===== src/rtl/pixel_stream_capture.sv =====
// Captures the pixel macro's serial readout into WORD_W-bit words and buffers
// them in a small FIFO drained through a valid/ready pop port.
module pixel_stream_capture #(
    parameter int unsigned WORD_W = 8,
    parameter int unsigned DEPTH  = 4,
    parameter int unsigned CNT_W  = 16
) (
    input  logic                       wb_clk_i,
    input  logic                       wb_rst_n,
    input  logic                       en,
    input  logic                       pix_clk,
    input  logic                       pix_start,
    input  logic                       pix_done,
    input  logic                       pix_data,
    output logic                       rd_valid,
    output logic [WORD_W-1:0]          rd_data,
    input  logic                       rd_ready,
    output logic [$clog2(DEPTH+1)-1:0] fifo_level,
    output logic                       busy,
    output logic                       frame_done,
    output logic [CNT_W-1:0]           frame_bits,
    output logic                       overflow,
    input  logic                       clr_ovf
);

    localparam int unsigned PTR_W = $clog2(DEPTH);
    localparam int unsigned LVL_W = $clog2(DEPTH + 1);
    localparam int unsigned BC_W  = $clog2(WORD_W + 1);

    localparam logic [0:0] S_IDLE   = 1'b0;
    localparam logic [0:0] S_ACTIVE = 1'b1;

    // Synchroniser bit order: {data, done, start, clk}
    logic [3:0] sync1;
    logic [3:0] sync2;
    logic [2:0] edge_q;

    logic clk_rise;
    logic start_rise;
    logic done_rise;
    logic data_sync;

    logic [0:0]        state;
    logic [0:0]        state_n;
    logic [WORD_W-1:0] shreg;
    logic [WORD_W-1:0] shreg_n;
    logic [WORD_W-1:0] shifted;
    logic [BC_W-1:0]   bit_cnt;
    logic [BC_W-1:0]   bit_cnt_n;
    logic [CNT_W-1:0]  frame_cnt;
    logic [CNT_W-1:0]  frame_cnt_n;
    logic [CNT_W-1:0]  frame_bits_n;
    logic              done_evt;
    logic              push;
    logic [WORD_W-1:0] push_word;

    logic [WORD_W-1:0] mem [DEPTH];
    logic [PTR_W-1:0]  wr_ptr;
    logic [PTR_W-1:0]  wr_ptr_n;
    logic [PTR_W-1:0]  rd_ptr;
    logic [PTR_W-1:0]  rd_ptr_n;
    logic [LVL_W-1:0]  level_n;
    logic [WORD_W-1:0] head_n;
    logic              pop;
    logic              full;
    logic              wr_en;
    logic              ovf_set;
    logic              overflow_n;

    // Two-stage synchronisers plus a third stage for rising-edge detect
    always_ff @(posedge wb_clk_i or negedge wb_rst_n) begin
        if (!wb_rst_n) begin
            sync1  <= '0;
            sync2  <= '0;
            edge_q <= '0;
        end else begin
            sync1  <= {pix_data, pix_done, pix_start, pix_clk};
            sync2  <= sync1;
            edge_q <= sync2[2:0];
        end
    end

    assign clk_rise   = sync2[0] & ~edge_q[0];
    assign start_rise = sync2[1] & ~edge_q[1];
    assign done_rise  = sync2[2] & ~edge_q[2];
    assign data_sync  = sync2[3];

    always_ff @(posedge wb_clk_i or negedge wb_rst_n) begin
        if (!wb_rst_n) begin
            state <= S_IDLE;
        end else begin
            state <= state_n;
        end
    end

    // Frame capture: the clock edge is applied before any coincident done edge
    always_comb begin
        state_n      = state;
        shreg_n      = shreg;
        bit_cnt_n    = bit_cnt;
        frame_cnt_n  = frame_cnt;
        frame_bits_n = frame_bits;
        done_evt     = 1'b0;
        push         = 1'b0;
        push_word    = '0;
        shifted      = {shreg[WORD_W-2:0], data_sync};

        case (state)
            S_IDLE: begin
                if (en && start_rise) begin
                    state_n     = S_ACTIVE;
                    shreg_n     = '0;
                    bit_cnt_n   = '0;
                    frame_cnt_n = '0;
                end
            end
            S_ACTIVE: begin
                if (!en) begin
                    state_n = S_IDLE;
                end else begin
                    if (clk_rise) begin
                        if (frame_cnt != '1) begin
                            frame_cnt_n = frame_cnt + CNT_W'(1);
                        end
                        if (bit_cnt == BC_W'(WORD_W - 1)) begin
                            push      = 1'b1;
                            push_word = shifted;
                            shreg_n   = '0;
                            bit_cnt_n = '0;
                        end else begin
                            shreg_n   = shifted;
                            bit_cnt_n = bit_cnt + BC_W'(1);
                        end
                    end
                    if (done_rise) begin
                        // shreg is zeroed after every full word, so a partial is already right-justified
                        if (bit_cnt_n != '0) begin
                            push      = 1'b1;
                            push_word = shreg_n;
                        end
                        frame_bits_n = frame_cnt_n;
                        done_evt     = 1'b1;
                        state_n      = S_IDLE;
                    end
                end
            end
            default: state_n = S_IDLE;
        endcase
    end

    // FIFO control; a push into a full FIFO is accepted when a pop frees a slot
    always_comb begin
        pop      = rd_valid & rd_ready;
        full     = (fifo_level == LVL_W'(DEPTH));
        wr_en    = push & (~full | pop);
        ovf_set  = push & full & ~pop;
        wr_ptr_n = wr_en ? wr_ptr + PTR_W'(1) : wr_ptr;
        rd_ptr_n = pop ? rd_ptr + PTR_W'(1) : rd_ptr;

        level_n = fifo_level;
        case ({wr_en, pop})
            2'b10:   level_n = fifo_level + LVL_W'(1);
            2'b01:   level_n = fifo_level - LVL_W'(1);
            default: level_n = fifo_level;
        endcase

        // Head register tracks the entry at the next read pointer, including a word landing there now
        if (wr_en && (wr_ptr == rd_ptr_n)) begin
            head_n = push_word;
        end else begin
            head_n = mem[rd_ptr_n];
        end

        overflow_n = ovf_set | (overflow & ~clr_ovf);
    end

    always_ff @(posedge wb_clk_i or negedge wb_rst_n) begin
        if (!wb_rst_n) begin
            shreg      <= '0;
            bit_cnt    <= '0;
            frame_cnt  <= '0;
            frame_bits <= '0;
            frame_done <= 1'b0;
            busy       <= 1'b0;
            overflow   <= 1'b0;
            wr_ptr     <= '0;
            rd_ptr     <= '0;
            fifo_level <= '0;
            rd_valid   <= 1'b0;
            rd_data    <= '0;
            for (int i = 0; i < int'(DEPTH); i++) begin
                mem[i] <= '0;
            end
        end else begin
            shreg      <= shreg_n;
            bit_cnt    <= bit_cnt_n;
            frame_cnt  <= frame_cnt_n;
            frame_bits <= frame_bits_n;
            frame_done <= done_evt;
            busy       <= (state_n == S_ACTIVE);
            overflow   <= overflow_n;
            wr_ptr     <= wr_ptr_n;
            rd_ptr     <= rd_ptr_n;
            fifo_level <= level_n;
            rd_valid   <= (level_n != '0);
            rd_data    <= head_n;
            if (wr_en) begin
                mem[wr_ptr] <= push_word;
            end
        end
    end

endmodule


===== config.mk =====
export PLATFORM = sky130hd
export DESIGN_NAME = pixel_stream_capture
export DESIGN_NICKNAME = d
export VERILOG_FILES = /design/src/rtl/pixel_stream_capture.sv
export SDC_FILE = /design/constraint.sdc
export NUM_CORES = 1
export LEC_CHECK = 0
export BUFFER_PORTS_ARGS = -buffer_cell sky130_fd_sc_hd__buf_2
export CORE_MARGIN = 5
export CORE_UTILIZATION = 55
export DETAILED_ROUTE_END_ITERATION = 6
export HOLD_SLACK_MARGIN = 0.15
export PLACE_DENSITY = 0.74
export SLEW_MARGIN = 5
export SYNTH_ARGS = -nofsm -noshare
export SYNTH_HDL_FRONTEND = slang
export SYNTH_SLANG_ARGS = --single-unit
export TNS_END_PERCENT = 20

===== constraint.sdc =====
create_clock -name wb_clk_i -period 9.1 [get_ports wb_clk_i]
set_input_delay 0 -clock wb_clk_i [delete_from_list [all_inputs] [get_ports wb_clk_i]]
set_output_delay 0 -clock wb_clk_i [all_outputs]
set_load 0.02 [all_outputs]

======== Word-level counts from Yosys, hierarchy flattened ========
Index checks and enable logic that the tools add are counted.
operators by class
  equality and inequality tests ........... 8
  shift-type cells ........................ 0
  multipliers ............................. 0
  reductions and logical operators ........ 7
  div/mod/pow operators ................... 0
  $lt $le $gt $ge ......................... 3
  mux-type cells .......................... 45
  bitwise gates (word level) .............. 19
  add/subtract/negate cells ............... 6
operators by type and width
  kind                                                             number
  8-bit 2-to-1 mux                                                 14
  16-bit 2-to-1 mux                                                4
  32-bit bitwise mux                                               1
  16-bit one-hot mux with 2 select lines                           1
  4-bit 2-to-1 mux                                                 6
  16-bit by 1-bit adder with 16-bit output, second input constant  1
  8-bit binary-select mux with 2-bit select                        1
  8-bit demux with 2-bit select                                    1
  16-bit != test, second input constant                            1
  8-bit one-hot mux with 2 select lines                            1
  1-bit 2-to-1 mux                                                 12
  1-bit bitwise AND                                                8
  4-bit one-hot mux with 2 select lines                            1
  1-bit inverter                                                   7
  3-bit >= comparator, second input constant                       2
  2-bit inverter with 3-bit output                                 2
  3-bit one-hot mux with 2 select lines                            1
  2-bit by 1-bit adder with 2-bit output, second input constant    2
  4-bit by 1-bit adder with 4-bit output, second input constant    1
  4-bit by 3-bit == test with 1-bit output, second input constant  1
  2-bit != test, second input constant                             2
  4-bit nonzero test                                               1
  3-bit by 1-bit adder with 3-bit output, second input constant    1
  3-bit == test, second input constant                             1
  12 further kinds                                                 15
storage, ports and cells
  output and inout bits ................... 31
  latch bits .............................. 0
  memory bits (read-only) ................. 0
  register bits after elaboration ......... 106
  RAM bits ................................ 0
  bits of input ports ..................... 9
  memories ................................ 0

======== Depth between registers and ports, before layout ========
Gate-level depths: netlist (run 1).
  word-level depth ........................ 14
  mapped depth ............................ 13
  gate-level depth less buffers ........... 12

======== Worst setup path after synthesis (run 1) ========
OpenSTA, ideal clock, no wires.
  kind .................................... register to register
  start point ............................. reg bit_cnt[1]
  end point ............................... reg rd_valid
  cell stages (with the launch flop) ...... 10
  slack ................................... 6073 ps
  data arrival time ....................... 2896 ps
  buffers on the path ..................... 0
  period minus slack after synthesis ...... 3027 ps
  cell sequence ........................... dfrtp_1 -> ha_1 -> or3b_1 -> o32ai_2 -> nand4b_2 -> o21ai_1 -> ha_1 -> fa_1 -> mux2_2 -> or3_1
between the ends
  cells in the longest elaborated chain, start to end .. 14
ends and longest elaborated chain
  item                                                                                                line      text
  start: declaration                                                                                  48        logic [BC_W-1:0] bit_cnt;
  start signal: assignment                                                                            196       bit_cnt <= bit_cnt_n;
  4-bit by 1-bit adder with 4-bit output or 4-bit by 3-bit == test with 1-bit output (tied branches)  132, 125
  4-bit 2-to-1 mux                                                                                    125       if (bit_cnt == BC_W'(WORD_W - 1)) begin
  4-bit 2-to-1 mux                                                                                    121       if (clk_rise) begin
  4-bit 2-to-1 mux                                                                                    118       if (!en) begin
  4-bit 2-to-1 mux                                                                                    108       case (state)
  4-bit nonzero test                                                                                  137       if (bit_cnt_n != '0) begin
  1-bit 2-to-1 mux                                                                                    137
  1-bit 2-to-1 mux (*)                                                                                135       if (done_rise) begin
  1-bit 2-to-1 mux (*)                                                                                118
  1-bit 2-to-1 mux (*)                                                                                108
  1-bit bitwise AND (*)                                                                               155       wr_en = push & (~full | pop);
  2-bit by 1-bit == test with 1-bit output or 2-bit == test (tied branches)                           161       case ({wr_en, pop})
  3-bit one-hot mux with 2 select lines (*)                                                           161
  named net level_n[1]                                                                                62        logic [LVL_W-1:0] level_n;
  3-bit nonzero test (*)                                                                              205       rd_valid <= (level_n != '0);
  end signal: assignment                                                                              205
  end: declaration                                                                                    15        output logic rd_valid,
The timed path passes the listed nets; every way through them passes the cells marked *. The select of a mux whose other input is x is not followed.
A chain may end at the register's enable or synchronous reset.

==> impl_results.md, run 1 <==
- Area share of the largest cell type after synthesis: 51.7%
- Core Box Area: 0.00915 mm2
- Final WL: 10.2 mm
- Top cells by area, synth: dfrtp_1, mux2_2, mux4_2
- Crit path max fanout: 28
- Top Metal Used: met4
- Synthesized cell area: 0.00513 mm2
- Clock Sinks: 106
- Worst flop-to-flop path endpoint: rd_valid
- RSZ-0062 raised after global routing: false
- Crit end category: register
- Reg2reg start: busy
- Syn Area/Cell: 12.1 um2
- CTS tree: yes
- Lkg Pwr: 0.00259 uW
- Worst Setup SP: busy
- Yosys reg bits: 106
- Measured slew at the worst slew-check pin: 1.02 ns
- Clk_lat worst skew: 0.38 ns
- Vias in the first global route: 3483
- WP data required: 9.36 ns
- Final Util: 61.7%
- Dominant cell type by area after synthesis: dfrtp_1
- Final #Nets: 481
- Synth Instances: 424
- Yosys warnings: 0
- I/O pins: 40
- Hold buffer count at CTS: 10
- Share of cells above drive strength 1: 25.2%
- Synth Net Count: 441
- Port-buffer cells: 39
- First-pass GRT wire length: 17.5 mm
- Worst setup SP type: register
- DIE HEIGHT: 107 um
- Most frequent cell after synthesis: dfrtp_1
- Post-Place Cell Area: 0.00534 mm2
- # resized after CTS: 0
- Overflow after GRT: 0
- Peak supply drop: 0.164 mV
- Antenna Cells: 0
- Initial core utilization: 56.0%
- FFs w/ async S/R, synth: 100%
- Final Hold Fails: 0
- Routability cong.: 0.850
- Final number of max-transition violations: 0
- Post-Route M1 WL: 4.73 mm
- 1st-pass router iterations: 7
- Maximum number of pins on one net before global-route repair: 73
- Fillers: 741
- Final min period: 3.78 ns
- Run status: complete, no violations
- Post-Layout Inst Area: 0.00565 mm2
- Hold Path Class: in -> reg
- P per Cell Area: 177 mW/mm2
- Post-CTS setup buffer count: 0
- DR WL met3: 404 um
- Max transition margin: 31.9%
- Clock-pin slew on the worst setup and hold paths: 0.10 ns
- Period Utilization, post-route: 41.5%
- Row count: 35
- Initial antenna violation count: 0
- Synth top cells by count: dfrtp_1, mux2_2, nand2_1, o21ai_0, a21oi_1
- Dpl cells: 554
- Clock Root Buffer: clkbuf_8
- CTS Buffer Depth: 2
- Worst Setup EP: rd_valid
- Die width: 107 um
- Sequential share of the synthesized area: 51.7%
- Die Footprint: 0.0114 mm2
- Setup CP Type: reg -> reg
- Post-Layout Cell Count: 580
- Post-DP HPWL: 7.03 mm
- Fmax: 265 MHz
- CTS H-Tree Depth: 3
- Max-cap violations: 0
- CP Data Arrival Time: 4.04 ns
- Ys flop type: dfrtp_1
- Drt wl/cell: 17.6 um
- Library cells used by synthesis: 59
- Number of cells on the worst reg-to-reg path: 10
- Post-synth EDFFs: 0
- Routed wl met2: 4.85 mm
- Cts bufs inserted: 9
- Initial drt markers: 229
- Tot GR Track Use: 19.4%
- Area Overhead vs Synth: 10.2%
- DR vias/cell: 6.03
- Reg-to-reg setup timing slack: 5.32 ns
- Residual DRC: 0
- Setup TNS: 0 ns
- Via Count: 3500
- Skew final: 0.00988 ns
- Routed Antenna Nets: 0
- Final setup fails: 0
-- cells by family after synthesis --
logic type	after synthesis	share of synthesized area, %
flip-flops	106	51.7
AO/OA/AOI/OAI	105	14.9
AND/OR/NAND/NOR	98	10.5
multiplexers	53	13.9
buffers and inverters	35	3.59
XOR/XNOR	19	3.25
adder cells (fa/ha/maj)	8	2.10
-- sequential cells by signal, summed over array words and instances, names as in the netlist --
| name | count |
|---|---|
| bit_cnt | 4 |
| wr_ptr | 2 |
| fifo_level | 3 |
| rd_ptr | 2 |
| rd_data | 8 |
| frame_cnt | 16 |
| shreg | 8 |
| overflow | 1 |
| rd_valid | 1 |
| busy | 1 |
| edge_q | 3 |
| sync2 | 4 |
| sync1 | 4 |
| frame_done | 1 |
| frame_bits | 16 |
| mem | 32 |
-- worst min path at each step --
stage,startpoint,to,slack (ns),depth (start not counted)
floorplan,wb_rst_n,bit_cnt[0],-0.30,0
global placement,wb_rst_n,frame_bits[6],-0.03,1
detailed placement,wb_rst_n,frame_bits[6],-0.02,1
CTS,rd_ready,rd_ptr[0],0.19,4
global route,pix_start,sync1[1],0.25,2
finish,rd_ready,rd_ptr[0],0.18,4
-- cell type report --
type / count / area (um2) / share of cell area (%)
Sequential cell: 106 / 2650 / 46.9
Multi-Input combinational cell: 283 / 2290 / 40.5
Timing Repair Buffer: 50 / 315 / 5.58
Tap cell: 111 / 139 / 2.46
Clock buffer: 9 / 124 / 2.19
Clock inverter: 7 / 72.6 / 1.28
Inverter: 14 / 57.6 / 1.02
-- power breakdown --
part           switching, uW  internal, uW
logic                    115          74.7
registers               30.3           497
clock network            176           108
-- metal layers --
| metal | vias to the layer above | GRT usage, % |
|---|---|---|
| li1 | 1643 | - |
| met1 | 1739 | 27.3 |
| met2 | 102 | 30.3 |
| met3 | 16 | 2.98 |
| met4 | 0 | 8.04 |
| met5 | - | 0 |
-- stage by stage --
stage	hold WS, ns	power (uW)	setup slack, ns
final	0.184	1000	5.32
after global placement	-0.0298	716	5.44
after global routing	0.246	1060	4.97
after detailed placement	-0.0228	725	5.33
after floorplan	-0.296	666	6.07
after CTS	0.192	1010	5.31
-- critical path, stage by stage, from the launching register on --
cell	delay, ns
dfrtp_1	0.44
nand2_1	0.38
or2_1	0.74
clkinv_4	0.19
a31oi_2	0.30
a31oi_4	0.10
o21ai_1	0.21
ha_1	0.27
fa_1	0.43
mux2_2	0.28
or3_1	0.34
-- placed cells by master (no fill, tap or decap), drive strengths merged, types with 4 or more instances in the layout --
cell         synthesis  final
a21oi               19     19
a22o                10     10
a31oi               12     12
a32o                10     10
and2                 4      4
buf                 11     41
clkbuf              10      9
dfrtp              106    106
dlygate4sd3          0      9
ha                   7      7
inv                 13     17
mux2                42     42
mux4                 8      8
nand2               25     25
nand2b               5      5
nand3               12     12
nand4                5      5
nor2                15     15
nor2b                4      4
nor3                 7      7
o211a                4      4
o21ai               33     33
or3                  5      5
xnor2               12     12
xor2                 7      7
(Power assumes the default switching activity.)
==> inputs of run 2 (changes only) <==
--- a/config.mk
+++ b/config.mk
@@ -7,10 +7,10 @@
 export LEC_CHECK = 0
 export BUFFER_PORTS_ARGS = -buffer_cell sky130_fd_sc_hd__buf_2
 export CORE_MARGIN = 5
-export CORE_UTILIZATION = 55
+export CORE_UTILIZATION = 54
 export DETAILED_ROUTE_END_ITERATION = 6
 export HOLD_SLACK_MARGIN = 0.15
-export PLACE_DENSITY = 0.74
+export PLACE_DENSITY = 0.76
 export SLEW_MARGIN = 5
 export SYNTH_ARGS = -nofsm -noshare
 export SYNTH_HDL_FRONTEND = slang
==> constraint.sdc (replaced) <==
create_clock -name wb_clk_i -period 3.4 [get_ports wb_clk_i]
set_input_delay 0 -clock wb_clk_i [delete_from_list [all_inputs] [get_ports wb_clk_i]]
set_output_delay 0 -clock wb_clk_i [all_outputs]
set_load 0.02 [all_outputs]
==> impl_results.md, run 2 (synthesis gave the netlist of run 1 again) <==
- Final #Nets: 487 (+1.2%)
- Setup TNS: 0 ns (unchanged)
- Tot GR Track Use: 18.9% (-0.50 points)
- Dpl cells: 580 (+4.7%)
- Lkg Pwr: 0.00262 uW (+1.1%)
- First-pass GRT wire length: 17.4 mm (-0.67%)
- Cts bufs inserted: 9 (unchanged)
- DR vias/cell: 5.83 (-3.4%)
- CTS Buffer Depth: 2 (unchanged)
- Initial core utilization: 55.5% (-0.53 points)
- Max-cap violations: 0 (unchanged)
- Residual DRC: 0 (unchanged)
- Largest Register: mem
- Routed Antenna Nets: 0 (unchanged)
- WP data required: 3.65 ns (-5.71 ns)
- Number of flip-flops under the largest register name: 32 (unchanged)
- Post-DP HPWL: 7.02 mm (about the same)
- Antenna Cells: 0 (unchanged)
- DIE HEIGHT: 107 um (+0.84%)
- Clock Sinks: 106 (unchanged)
- Peak supply drop: 0.419 mV (+160%)
- Crit end category: register
- Final setup fails: 0 (unchanged)
- Final Hold Fails: 0 (unchanged)
- Initial drt markers: 204 (-11%)
- Share of cells above drive strength 1: 26.9% (+1.8 points)
- Overflow after GRT: 0 (unchanged)
- Post-CTS setup buffer count: 0 (unchanged)
- Dpl ws: 0.0957 ns (-5.24 ns)
- Core Box Area: 0.00924 mm2 (+0.96%)
- Worst setup SP type: register
- Period Utilization, post-route: 95.4% (+54 points)
- Clk_lat worst skew: 0.38 ns (about the same)
- Crit path max fanout: 9 (-68%)
- Maximum number of pins on one net before global-route repair: 48 (-34%)
- Fmax: 308 MHz (+17%)
- Final WL: 10.2 mm (+0.37%)
- CTS H-Tree Depth: 3 (unchanged)
- Biggest regs: mem: 32 flops, frame_bits: 16 flops, frame_cnt: 16 flops
- Final number of max-transition violations: 0 (unchanged)
- Routability cong.: 0.890 (+4.6%)
- Hold Path Class: in -> async
- Clock Root Buffer: clkbuf_8
- Die Footprint: 0.0115 mm2 (+1.7%)
- Row count: 35 (unchanged)
- 1st-pass router iterations: 4 (-3)
- RSZ-0062 raised after global routing: false
- Initial antenna violation count: 0 (unchanged)
- Port-buffer cells: 39 (unchanged)
- Post-Layout Cell Count: 604 (+4.1%)
- Clock-pin slew on the worst setup and hold paths: 0.11 ns (about the same)
- CTS tree: yes
- Drt wl/cell: 16.9 um (-3.6%)
- Area Overhead vs Synth: 11.5%
- P per Cell Area: 476 mW/mm2 (+170%)
- Skew final: 0.0214 ns (+0.0115 ns)
- I/O pins: 40 (unchanged)
- Vias in the first global route: 3503 (+0.57%)
- Die width: 107 um (+0.84%)
- Max transition margin: 37.0% (+5.2 points)
- Run status: complete, no violations
- Commonest cells after routing, fill and taps aside: dfrtp_1, buf_2, mux2_2, nand2_1, o21ai_0
- Setup CP Type: reg -> reg
- Worst hold slack: 0.170 ns (-0.0140 ns)
- Measured slew at the worst slew-check pin: 0.938 ns (-0.0836 ns)
- Via Count: 3521 (+0.60%)
- Final min period: 3.24 ns (-0.537 ns)
- Commonest non-fill, non-tap cell in the layout: dfrtp_1
- CP Data Arrival Time: 3.50 ns (-0.54 ns)
- Final worst setup slack: 0.157 ns (-5.16 ns)
[run 2: changes by cell type in the layout (fill, tap and decap cells not counted), sizes merged]
cell / before / now
clkinv: 3 / 5
dlygate4sd3: 9 / 8
inv: 17 / 16
buf: 41 / 48
clkinvlp: 1 / 0
[run 2: layer usage]
metal | global-route usage (%) | share of wire, %
met3 | 3.66 | 4.9
met4 | 5.14 | 1.5
met1 | 27.5 | 46
met2 | 29.2 | 47
met5 | 0 | 0
[run 2: worst max-delay path, cell delays in order, from the launching register on]
cell and delay (ns):
dfrtp_2 0.48, ha_1 0.37, or3b_1 0.38, o32ai_2 0.12, nand4b_2 0.14, o21ai_1 0.32, ha_1 0.27, fa_1 0.42
mux2_2 0.28, or3_1 0.34
[run 2: area by class of cell]
class | count | area, um2
clock buffer | 9 | 124
inverter | 14 | 57.6
sequential | 106 | 2650
timing repair buffer | 56 | 345
clock inverter | 7 | 81.3
multi-input combinational | 283 | 2290
tap | 129 | 161
fill | 752 | 3520
[run 2: final timing paths]
| kind | startpoint | endpoint | slack [ns] | cells after the start |
|---|---|---|---|---|
| setup / recovery | bit_cnt[0] | rd_valid | 0.16 | 9 |
| hold / removal | wb_rst_n | frame_bits[8] | 0.17 | 2 |
| setup reg to reg | bit_cnt[0] | rd_valid | 0.16 | 9 |
| hold reg to reg | sync1[1] | sync2[1] | 0.36 | 0 |
| max in group asynchronous | wb_rst_n | bit_cnt[0] | 2.38 | 3 |
| min in group wb_clk_i | rd_ready | rd_ptr[0] | 0.18 | 4 |
[run 2: what timing repair did]
action / CTS / global route
gates resized for setup: 0 / 3
endpoints found under the setup margin: 0 / 1
hold endpoints to repair: 51 / 0
hold buffers: 8 / 0
[run 2: per-stage QoR]
stage	total power (uW)	instance area, um2	utilization [%]
3_5_place_dp	1960	5430	58.7
5_1_grt	2860	5720	61.9
2_1_floorplan	1780	5130	-
6_report	2720	5720	61.9
4_1_cts	2740	5710	61.8
3_3_place_gp	1940	5430	58.7
[run 2: where the power goes]
part	total [uW]	leakage, uW	internal, uW	switching (uW)
combinational	524	0.00109	213	311
sequential	1410	0.00143	1330	80.2
clock	784	0.000103	295	489
